**config.mk**
```make
export PLATFORM = sky130hd
export DESIGN_NAME = store_byte_rmw
export DESIGN_NICKNAME = d
export VERILOG_FILES = /design/src/rtl/store_byte_rmw_pkg.sv /design/src/rtl/store_byte_rmw_byte_lane_merge.sv /design/src/rtl/store_byte_rmw.sv
export SDC_FILE = /design/constraint.sdc
export NUM_CORES = 1
export LEC_CHECK = 0
export ABC_AREA = 0
export BUFFER_PORTS_ARGS = -buffer_cell sky130_fd_sc_hd__buf_2
export CAP_MARGIN = 20
export CORE_UTILIZATION = 48
export DETAILED_ROUTE_END_ITERATION = 10
export GPL_ROUTABILITY_DRIVEN = 0
export PLACE_DENSITY_LB_ADDON = 0.3
export SETUP_SLACK_MARGIN = 0.4
export SLEW_MARGIN = 20
export SYNTH_ARGS = -nofsm -noshare
export SYNTH_HDL_FRONTEND = slang
export SYNTH_HIERARCHICAL = 1
export SYNTH_SLANG_ARGS = --single-unit
```
**constraint.sdc**
```tcl
create_clock -name clk -period 3.5 [get_ports clk]
set_input_delay 0.175 -clock clk [delete_from_list [all_inputs] [get_ports clk]]
set_output_delay 0.175 -clock clk [all_outputs]
set_load 0.1 [all_outputs]
```
**src/rtl/store_byte_rmw_pkg.sv**
```systemverilog
// Shared definitions for the store-byte read-modify-write unit:
// FSM state encodings, byte-lane numbering and the lane-select helper.
package store_byte_rmw_pkg;

    localparam logic [1:0] ST_IDLE = 2'd0;
    localparam logic [1:0] ST_RD   = 2'd1;
    localparam logic [1:0] ST_WR   = 2'd2;
    localparam logic [1:0] ST_DONE = 2'd3;

    // Lane n always means word bits [8n+7:8n], whatever the endianness.
    localparam logic [1:0] LANE_0 = 2'd0;
    localparam logic [1:0] LANE_1 = 2'd1;
    localparam logic [1:0] LANE_2 = 2'd2;
    localparam logic [1:0] LANE_3 = 2'd3;

    // Byte offset within the word -> physical lane; big-endian mirrors the offset.
    function automatic logic [1:0] lane_of(input logic [1:0] offset, input logic big_endian);
        lane_of = big_endian ? ~offset : offset;
    endfunction

endpackage

```
**src/rtl/store_byte_rmw_byte_lane_merge.sv**
```systemverilog
// byte_lane_merge: replaces one byte lane of a 32-bit word with a new byte.
// Purely combinational; the other 24 bits pass through unchanged.
module byte_lane_merge
    import store_byte_rmw_pkg::*;
(
    input  logic [31:0] word_i,
    input  logic [7:0]  byte_i,
    input  logic [1:0]  lane_i,
    output logic [31:0] merged_o
);

    // Overwrite the selected lane, keep everything else.
    always_comb begin
        merged_o = word_i;
        case (lane_i)
            LANE_0:  merged_o[7:0]   = byte_i;
            LANE_1:  merged_o[15:8]  = byte_i;
            LANE_2:  merged_o[23:16] = byte_i;
            LANE_3:  merged_o[31:24] = byte_i;
            default: merged_o        = word_i;
        endcase
    end

endmodule

```
**src/rtl/store_byte_rmw.sv**
```systemverilog
// store_byte_rmw: MIPS sb against a word-wide memory via read-modify-write.
// IDLE -> RD -> WR -> DONE; a new request may be taken in DONE.
// Optional macro STORE_BYTE_RMW_FWD_EN keeps the last written word so a
// store to the same word skips the read (IDLE -> WR).
module store_byte_rmw
    import store_byte_rmw_pkg::*;
#(
    parameter bit          BIG_ENDIAN = 1'b0,
    parameter int unsigned ADDR_W     = 32
)
(
    input  logic              clk,
    input  logic              reset,
    input  logic              sb_req,
    input  logic [ADDR_W-1:0] sb_addr,
    input  logic [31:0]       sb_data,
    output logic              sb_ready,
    output logic              sb_done,
    output logic [ADDR_W-1:0] mem_addr,
    output logic              mem_rd_en,
    input  logic [31:0]       mem_rdata,
    input  logic              mem_rvalid,
    output logic              mem_we,
    output logic [31:0]       mem_wdata,
    input  logic              mem_wack
);

    logic [1:0]        state_q, state_d;
    logic [ADDR_W-1:0] addr_q, addr_d;
    logic [1:0]        lane_q, lane_d;
    logic [7:0]        byte_q, byte_d;
    logic [31:0]       wdata_q, wdata_d;
    logic              ready_q, ready_d;
    logic              done_q, done_d;
    logic              rd_en_q, rd_en_d;
    logic              we_q, we_d;

    logic              accept_s;
    logic              hit_s;
    logic [ADDR_W-1:0] req_word_s;
    logic [1:0]        req_lane_s;
    logic [31:0]       mrg_word_s;
    logic [7:0]        mrg_byte_s;
    logic [1:0]        mrg_lane_s;
    logic [31:0]       merged_s;
    logic              unused_hi_s;

    // Only the low byte of the store data is meaningful.
    assign unused_hi_s = ^sb_data[31:8];
    assign req_word_s  = {sb_addr[ADDR_W-1:2], 2'b00};
    assign req_lane_s  = lane_of(sb_addr[1:0], BIG_ENDIAN);
    assign accept_s    = sb_req & ready_q;

`ifdef STORE_BYTE_RMW_FWD_EN
    logic              cache_vld_q, cache_vld_d;
    logic [ADDR_W-1:0] cache_addr_q, cache_addr_d;
    logic [31:0]       cache_word_q, cache_word_d;

    assign hit_s = cache_vld_q & (cache_addr_q == req_word_s);

    // Merge source: memory read data in RD, otherwise the cached word for a hit.
    always_comb begin
        mrg_word_s = mem_rdata;
        mrg_byte_s = byte_q;
        mrg_lane_s = lane_q;
        if (state_q == ST_RD) begin
            mrg_word_s = mem_rdata;
            mrg_byte_s = byte_q;
            mrg_lane_s = lane_q;
        end else begin
            mrg_word_s = cache_word_q;
            mrg_byte_s = sb_data[7:0];
            mrg_lane_s = req_lane_s;
        end
    end

    // Every completed write becomes the cached word, replacing any older entry.
    always_comb begin
        cache_vld_d  = cache_vld_q;
        cache_addr_d = cache_addr_q;
        cache_word_d = cache_word_q;
        if ((state_q == ST_WR) && mem_wack) begin
            cache_vld_d  = 1'b1;
            cache_addr_d = addr_q;
            cache_word_d = wdata_q;
        end else begin
            cache_vld_d  = cache_vld_q;
        end
    end

    // Cache registers.
    always_ff @(posedge clk) begin
        if (reset) begin
            cache_vld_q  <= 1'b0;
            cache_addr_q <= {ADDR_W{1'b0}};
            cache_word_q <= 32'h0000_0000;
        end else begin
            cache_vld_q  <= cache_vld_d;
            cache_addr_q <= cache_addr_d;
            cache_word_q <= cache_word_d;
        end
    end
`else
    assign hit_s = 1'b0;

    // Without the cache the merge always works on freshly read data.
    always_comb begin
        mrg_word_s = mem_rdata;
        mrg_byte_s = byte_q;
        mrg_lane_s = lane_q;
    end
`endif

    byte_lane_merge u_merge (
        .word_i   (mrg_word_s),
        .byte_i   (mrg_byte_s),
        .lane_i   (mrg_lane_s),
        .merged_o (merged_s)
    );

    // Next-state and capture logic for the read-modify-write sequence.
    always_comb begin
        state_d = state_q;
        addr_d  = addr_q;
        lane_d  = lane_q;
        byte_d  = byte_q;
        wdata_d = wdata_q;
        case (state_q)
            ST_IDLE, ST_DONE: begin
                if (accept_s) begin
                    addr_d = req_word_s;
                    lane_d = req_lane_s;
                    byte_d = sb_data[7:0];
                    if (hit_s) begin
                        wdata_d = merged_s;
                        state_d = ST_WR;
                    end else begin
                        state_d = ST_RD;
                    end
                end else begin
                    state_d = ST_IDLE;
                end
            end
            ST_RD: begin
                if (mem_rvalid) begin
                    wdata_d = merged_s;
                    state_d = ST_WR;
                end else begin
                    state_d = ST_RD;
                end
            end
            ST_WR: begin
                if (mem_wack) begin
                    state_d = ST_DONE;
                end else begin
                    state_d = ST_WR;
                end
            end
            default: state_d = ST_IDLE;
        endcase
    end

    // Handshake outputs are decoded from the next state so they come straight off flops.
    always_comb begin
        ready_d = (state_d == ST_IDLE) | (state_d == ST_DONE);
        done_d  = (state_d == ST_DONE);
        rd_en_d = (state_d == ST_RD);
        we_d    = (state_d == ST_WR);
    end

    // State, captured request and registered outputs.
    always_ff @(posedge clk) begin
        if (reset) begin
            state_q <= ST_IDLE;
            addr_q  <= {ADDR_W{1'b0}};
            lane_q  <= 2'b00;
            byte_q  <= 8'h00;
            wdata_q <= 32'h0000_0000;
            ready_q <= 1'b1;
            done_q  <= 1'b0;
            rd_en_q <= 1'b0;
            we_q    <= 1'b0;
        end else begin
            state_q <= state_d;
            addr_q  <= addr_d;
            lane_q  <= lane_d;
            byte_q  <= byte_d;
            wdata_q <= wdata_d;
            ready_q <= ready_d;
            done_q  <= done_d;
            rd_en_q <= rd_en_d;
            we_q    <= we_d;
        end
    end

    assign sb_ready  = ready_q;
    assign sb_done   = done_q;
    assign mem_addr  = addr_q;
    assign mem_rd_en = rd_en_q;
    assign mem_we    = we_q;
    assign mem_wdata = wdata_q;

endmodule
```
==> run summary <==
The run finished, with violations left. The checks that failed: DRC. The distinct cell type count after synthesis came out at 28. The count of fill cells added during filler insertion came out at 598. Of the total synthesized cell area, the portion taken by full adders, half adders and majority gates is 0.0193. The delay of the slowest cell on the worst path is 0.49 ns.

The pin count of the biggest net entering global routing came out at 49. The number of global-route vias before repair is 2749. The mean post-synth cell area came out at 8.43 sq um. TritonCTS built the clock tree. The deepest level of the CTS H-tree came out at 3. The via density per instance came out at 4.92.

The number of post-CTS setup repair buffers came out at 0. The final antenna diode count came out at 0. The clock passes through at most 2 buffers.

Yosys attributes the largest share of cell area to sky130_fd_sc_hd__dfxtp_1 (48%), sky130_fd_sc_hd__nand2_1 (17%), sky130_fd_sc_hd__a21oi_1 (11%), sky130_fd_sc_hd__mux2_2 (8.3%), sky130_fd_sc_hd__mux2_4 (3.7%). The sum of routed wire length over all layers is 7780 microns. Setup repair after global routing left no endpoint under its margin. The worst clock skew is 0.00666 ns. The number of input and output port buffers inserted came out at 142. The mux cell area share after synthesis is 0.121. The sequential area share after synthesis came out at 0.482. Synthesis inferred 78 register bits. Pin placement for this block handled roughly 170 I/O pins.

STA classifies the critical path endpoint as a flop. Summing over every cut layer, the via total after detailed routing is 2915. Hold repair after CTS inserted 0 buffers. The worst relative slew slack is 0.430. The setup-violating endpoint count in the final report is 0. Max-cap violations in this run came to 0.

The latest clock arrival within the worst-skew pair is 0.34 ns. The slowest stage of the critical path is the sky130_fd_sc_hd__and3_1 cell. The starting DRC count in detailed routing is 156.

The power density of the placed cells came out at approximately 510 nW/um^2. The hold violation count in the final report is 0. TritonCTS created 9 clock buffers. The critical path class is flop to flop. In this run the vertical extent of the chip is between 80 and 90 microns. The effective utilization at floorplan is 0.504. Yosys mapped a number of flops with a built-in enable equal to 0. The final clock period utilization by the worst path is 0.548. Once placement completed, the tool counted placed cells totaling 579. The simple-gate share of the synthesized area is 0.193. Of the cells placed in the final design, the portion with a size suffix greater than 1 is 0.380. Summing internal, switching and leakage power gives a little over 0.002 W. The average routed wire per standard cell is 13.1 microns. The XOR/XNOR share of the synthesized area came out at 0.

The number of pins with negative max-slew slack in the final report is 0. The post-synthesis async set-or-reset flop share is 0. The maximum fanout count along the critical path is 28.

Sorting the synthesized cells by how often they occur yields sky130_fd_sc_hd__nand2_1 (145), sky130_fd_sc_hd__dfxtp_1 (78), sky130_fd_sc_hd__a21oi_1 (72), sky130_fd_sc_hd__mux2_2 (24), sky130_fd_sc_hd__buf_2 (10). The maximum VDD drop came out at 0.303 mV. Detailed placement ended at an HPWL of between 5000 and 6000 microns. The clock net sink count came out at 78. At the worst endpoint, the required time is 3.76 ns. The area of the core is 6420 sq um.

The fmax is between 0.5 and 0.6 GHz. The arrival time of the worst setup path came out at 2.17 ns. Relative to the synthesized area, the layout overhead comes to 25.1%. Of all cell types, the one taking the most synthesized area is sky130_fd_sc_hd__dfxtp_1. The cell row count is 29.

Of the post-synthesis cell area, the dominant cell type holds 0.482. The shortest clock period the worst path allows after layout came out at 1.92 ns. The number of remaining DRC errors came out at 18. Among all flip-flop cells after synthesis, the most frequent one is sky130_fd_sc_hd__dfxtp_1. The first global-routing pass estimated 12800 microns of wire. After synthesis, the largest family of logic cells by area is simple AND/OR/NAND/NOR gates. The net count reported at finish came out at 619. The die outline width is 84.1 microns.

The number of antenna violations at the first check in global routing came out at 0. CTS placed an instance of sky130_fd_sc_hd__clkbuf_8 at the clock tree root. The worst setup path is launched from a flop. In this run the static leakage power is ~1.9 nW. The die covers 7080 sq um. The share of the synthesized area in compound gates (AO/OA/AOI/OAI) came out at 0.122.

The remaining global-route overflow is 0. The clock input transition at the sequential cells of the worst setup and hold paths is around 0.07 ns. The number of warning messages in the yosys log is 6. The count of nets left with antenna violations once routing finished came out at 0. The signal on the critical path passes through inv_1 > ha_1 > and3_1 > buf_4 > nand2_1 > a21oi_1.

The count of cells in the finished layout, fillers not included, comes to approximately 600. Among all cell types in the netlist, the one instantiated most often is sky130_fd_sc_hd__nand2_1. In the global route stage, overall resource usage came out at 0.231. After technology mapping, the gate count stands at ~380. The post-synth design cell area is 3240 sq um. The post-cts gate resize count is 0. The type of the most critical hold path is primary input to flop.

Setup total negative slack on the finished layout was measured at 0 ns. Before antenna repair, the detailed router went through 7 iterations. The transition time at the pin with the least slew margin is 0.855 ns.
==> metrics by stage <==
| stage | setup WS [ns] | hold slack [ns] | area (sq um) | util |
|---|---|---|---|---|
| floorplan | 1.25 | 0.311 | 3240 | - |
| global placement | 1.62 | 0.414 | 3890 | 0.606 |
| detailed placement | 1.59 | 0.421 | 3890 | 0.606 |
| CTS | 1.56 | 0.0552 | 4050 | 0.630 |
| global route | 1.38 | 0.0593 | 4050 | 0.631 |
| finish | 1.58 | 0.0699 | 4050 | 0.631 |
==> path summary, 6_finish.rpt <==
kind                start      endpoint  slack, ns  depth (start not counted)
min           sb_addr[15]  mem_addr[15]       0.07                          3
min reg2reg  mem_addr[14]  mem_addr[14]       0.45                          2
max reg2reg    state_q[0]  mem_addr[26]       1.58                          6
max            state_q[0]  mem_addr[26]       1.58                          6
==> kinds of logic (layout without fill, tap and decap cells) <==
logic type | Yosys count | count (layout)
buffers and inverters | 33 | 164
other | 1 | 2
flip-flops | 78 | 78
AND/OR/NAND/NOR | 158 | 158
AO/OA/AOI/OAI | 77 | 77
adder cells (fa/ha/maj) | 5 | 5
multiplexers | 32 | 32
==> per-layer routing <==
layer | up-vias | routed length [microns] | GRT usage | share of wire
met3 | 8 | 600 | 0.0781 | 0.077
met5 | - | 0 | 0 | 0
met4 | 0 | 80 | 0.0690 | 0.010
met1 | 1307 | 3290 | 0.267 | 0.42
li1 | 1506 | - | - | -
met2 | 94 | 3810 | 0.404 | 0.49
==> worst max-delay path, delay by kind of cell, from the launching register on <==
family          cells  cell delay (ns)
compound gates      1             0.13
flops               1             0.33
simple gates        2             0.58
buf+inv             2             0.43
fa+ha+maj           1             0.35
==> sequential cells by signal, summed over array words and instances, names as in the netlist <==
| signal | count |
|---|---|
| byte_q | 8 |
| lane_q | 2 |
| mem_addr | 30 |
| mem_rd_en | 1 |
| mem_wdata | 32 |
| mem_we | 1 |
| sb_done | 1 |
| sb_ready | 1 |
| state_q | 2 |
==> power breakdown <==
part | leakage [nW] | switching (W) | total (W) | internal, W
registers | 0.636 | 0.0000304 | 0.000965 | 0.000934
logic | 1.19 | 0.000413 | 0.000544 | 0.000131
clock network | 0.0821 | 0.000298 | 0.000565 | 0.000267
total | 1.91 | 0.000742 | 0.00207 | 0.00133
==> layout by cell type (no fill, tap or decap), drive strengths merged, types with 2 or more instances in the layout <==
cell type / n
nor2b: 4
nor2: 2
dfxtp: 78
nand2: 146
clkinv: 2
inv: 4
conb: 2
a21oi: 72
ha: 5
or2: 2
buf: 146
mux2: 32
clkbuf: 12
==> final cells by class <==
| type | instances | area, sq um | area share |
|---|---|---|---|
| Multi-Input combinational cell | 274 | 1480 | 0.366 |
| Tap cell | 77 | 96.3 | 0.0238 |
| Timing Repair Buffer | 146 | 741 | 0.183 |
| Clock inverter | 2 | 10.0 | 0.00247 |
| Clock buffer | 12 | 145 | 0.0358 |
| Inverter | 4 | 15.0 | 0.00371 |
| Sequential cell | 78 | 1560 | 0.386 |
Note: power is estimated with default switching activity, not from simulation.
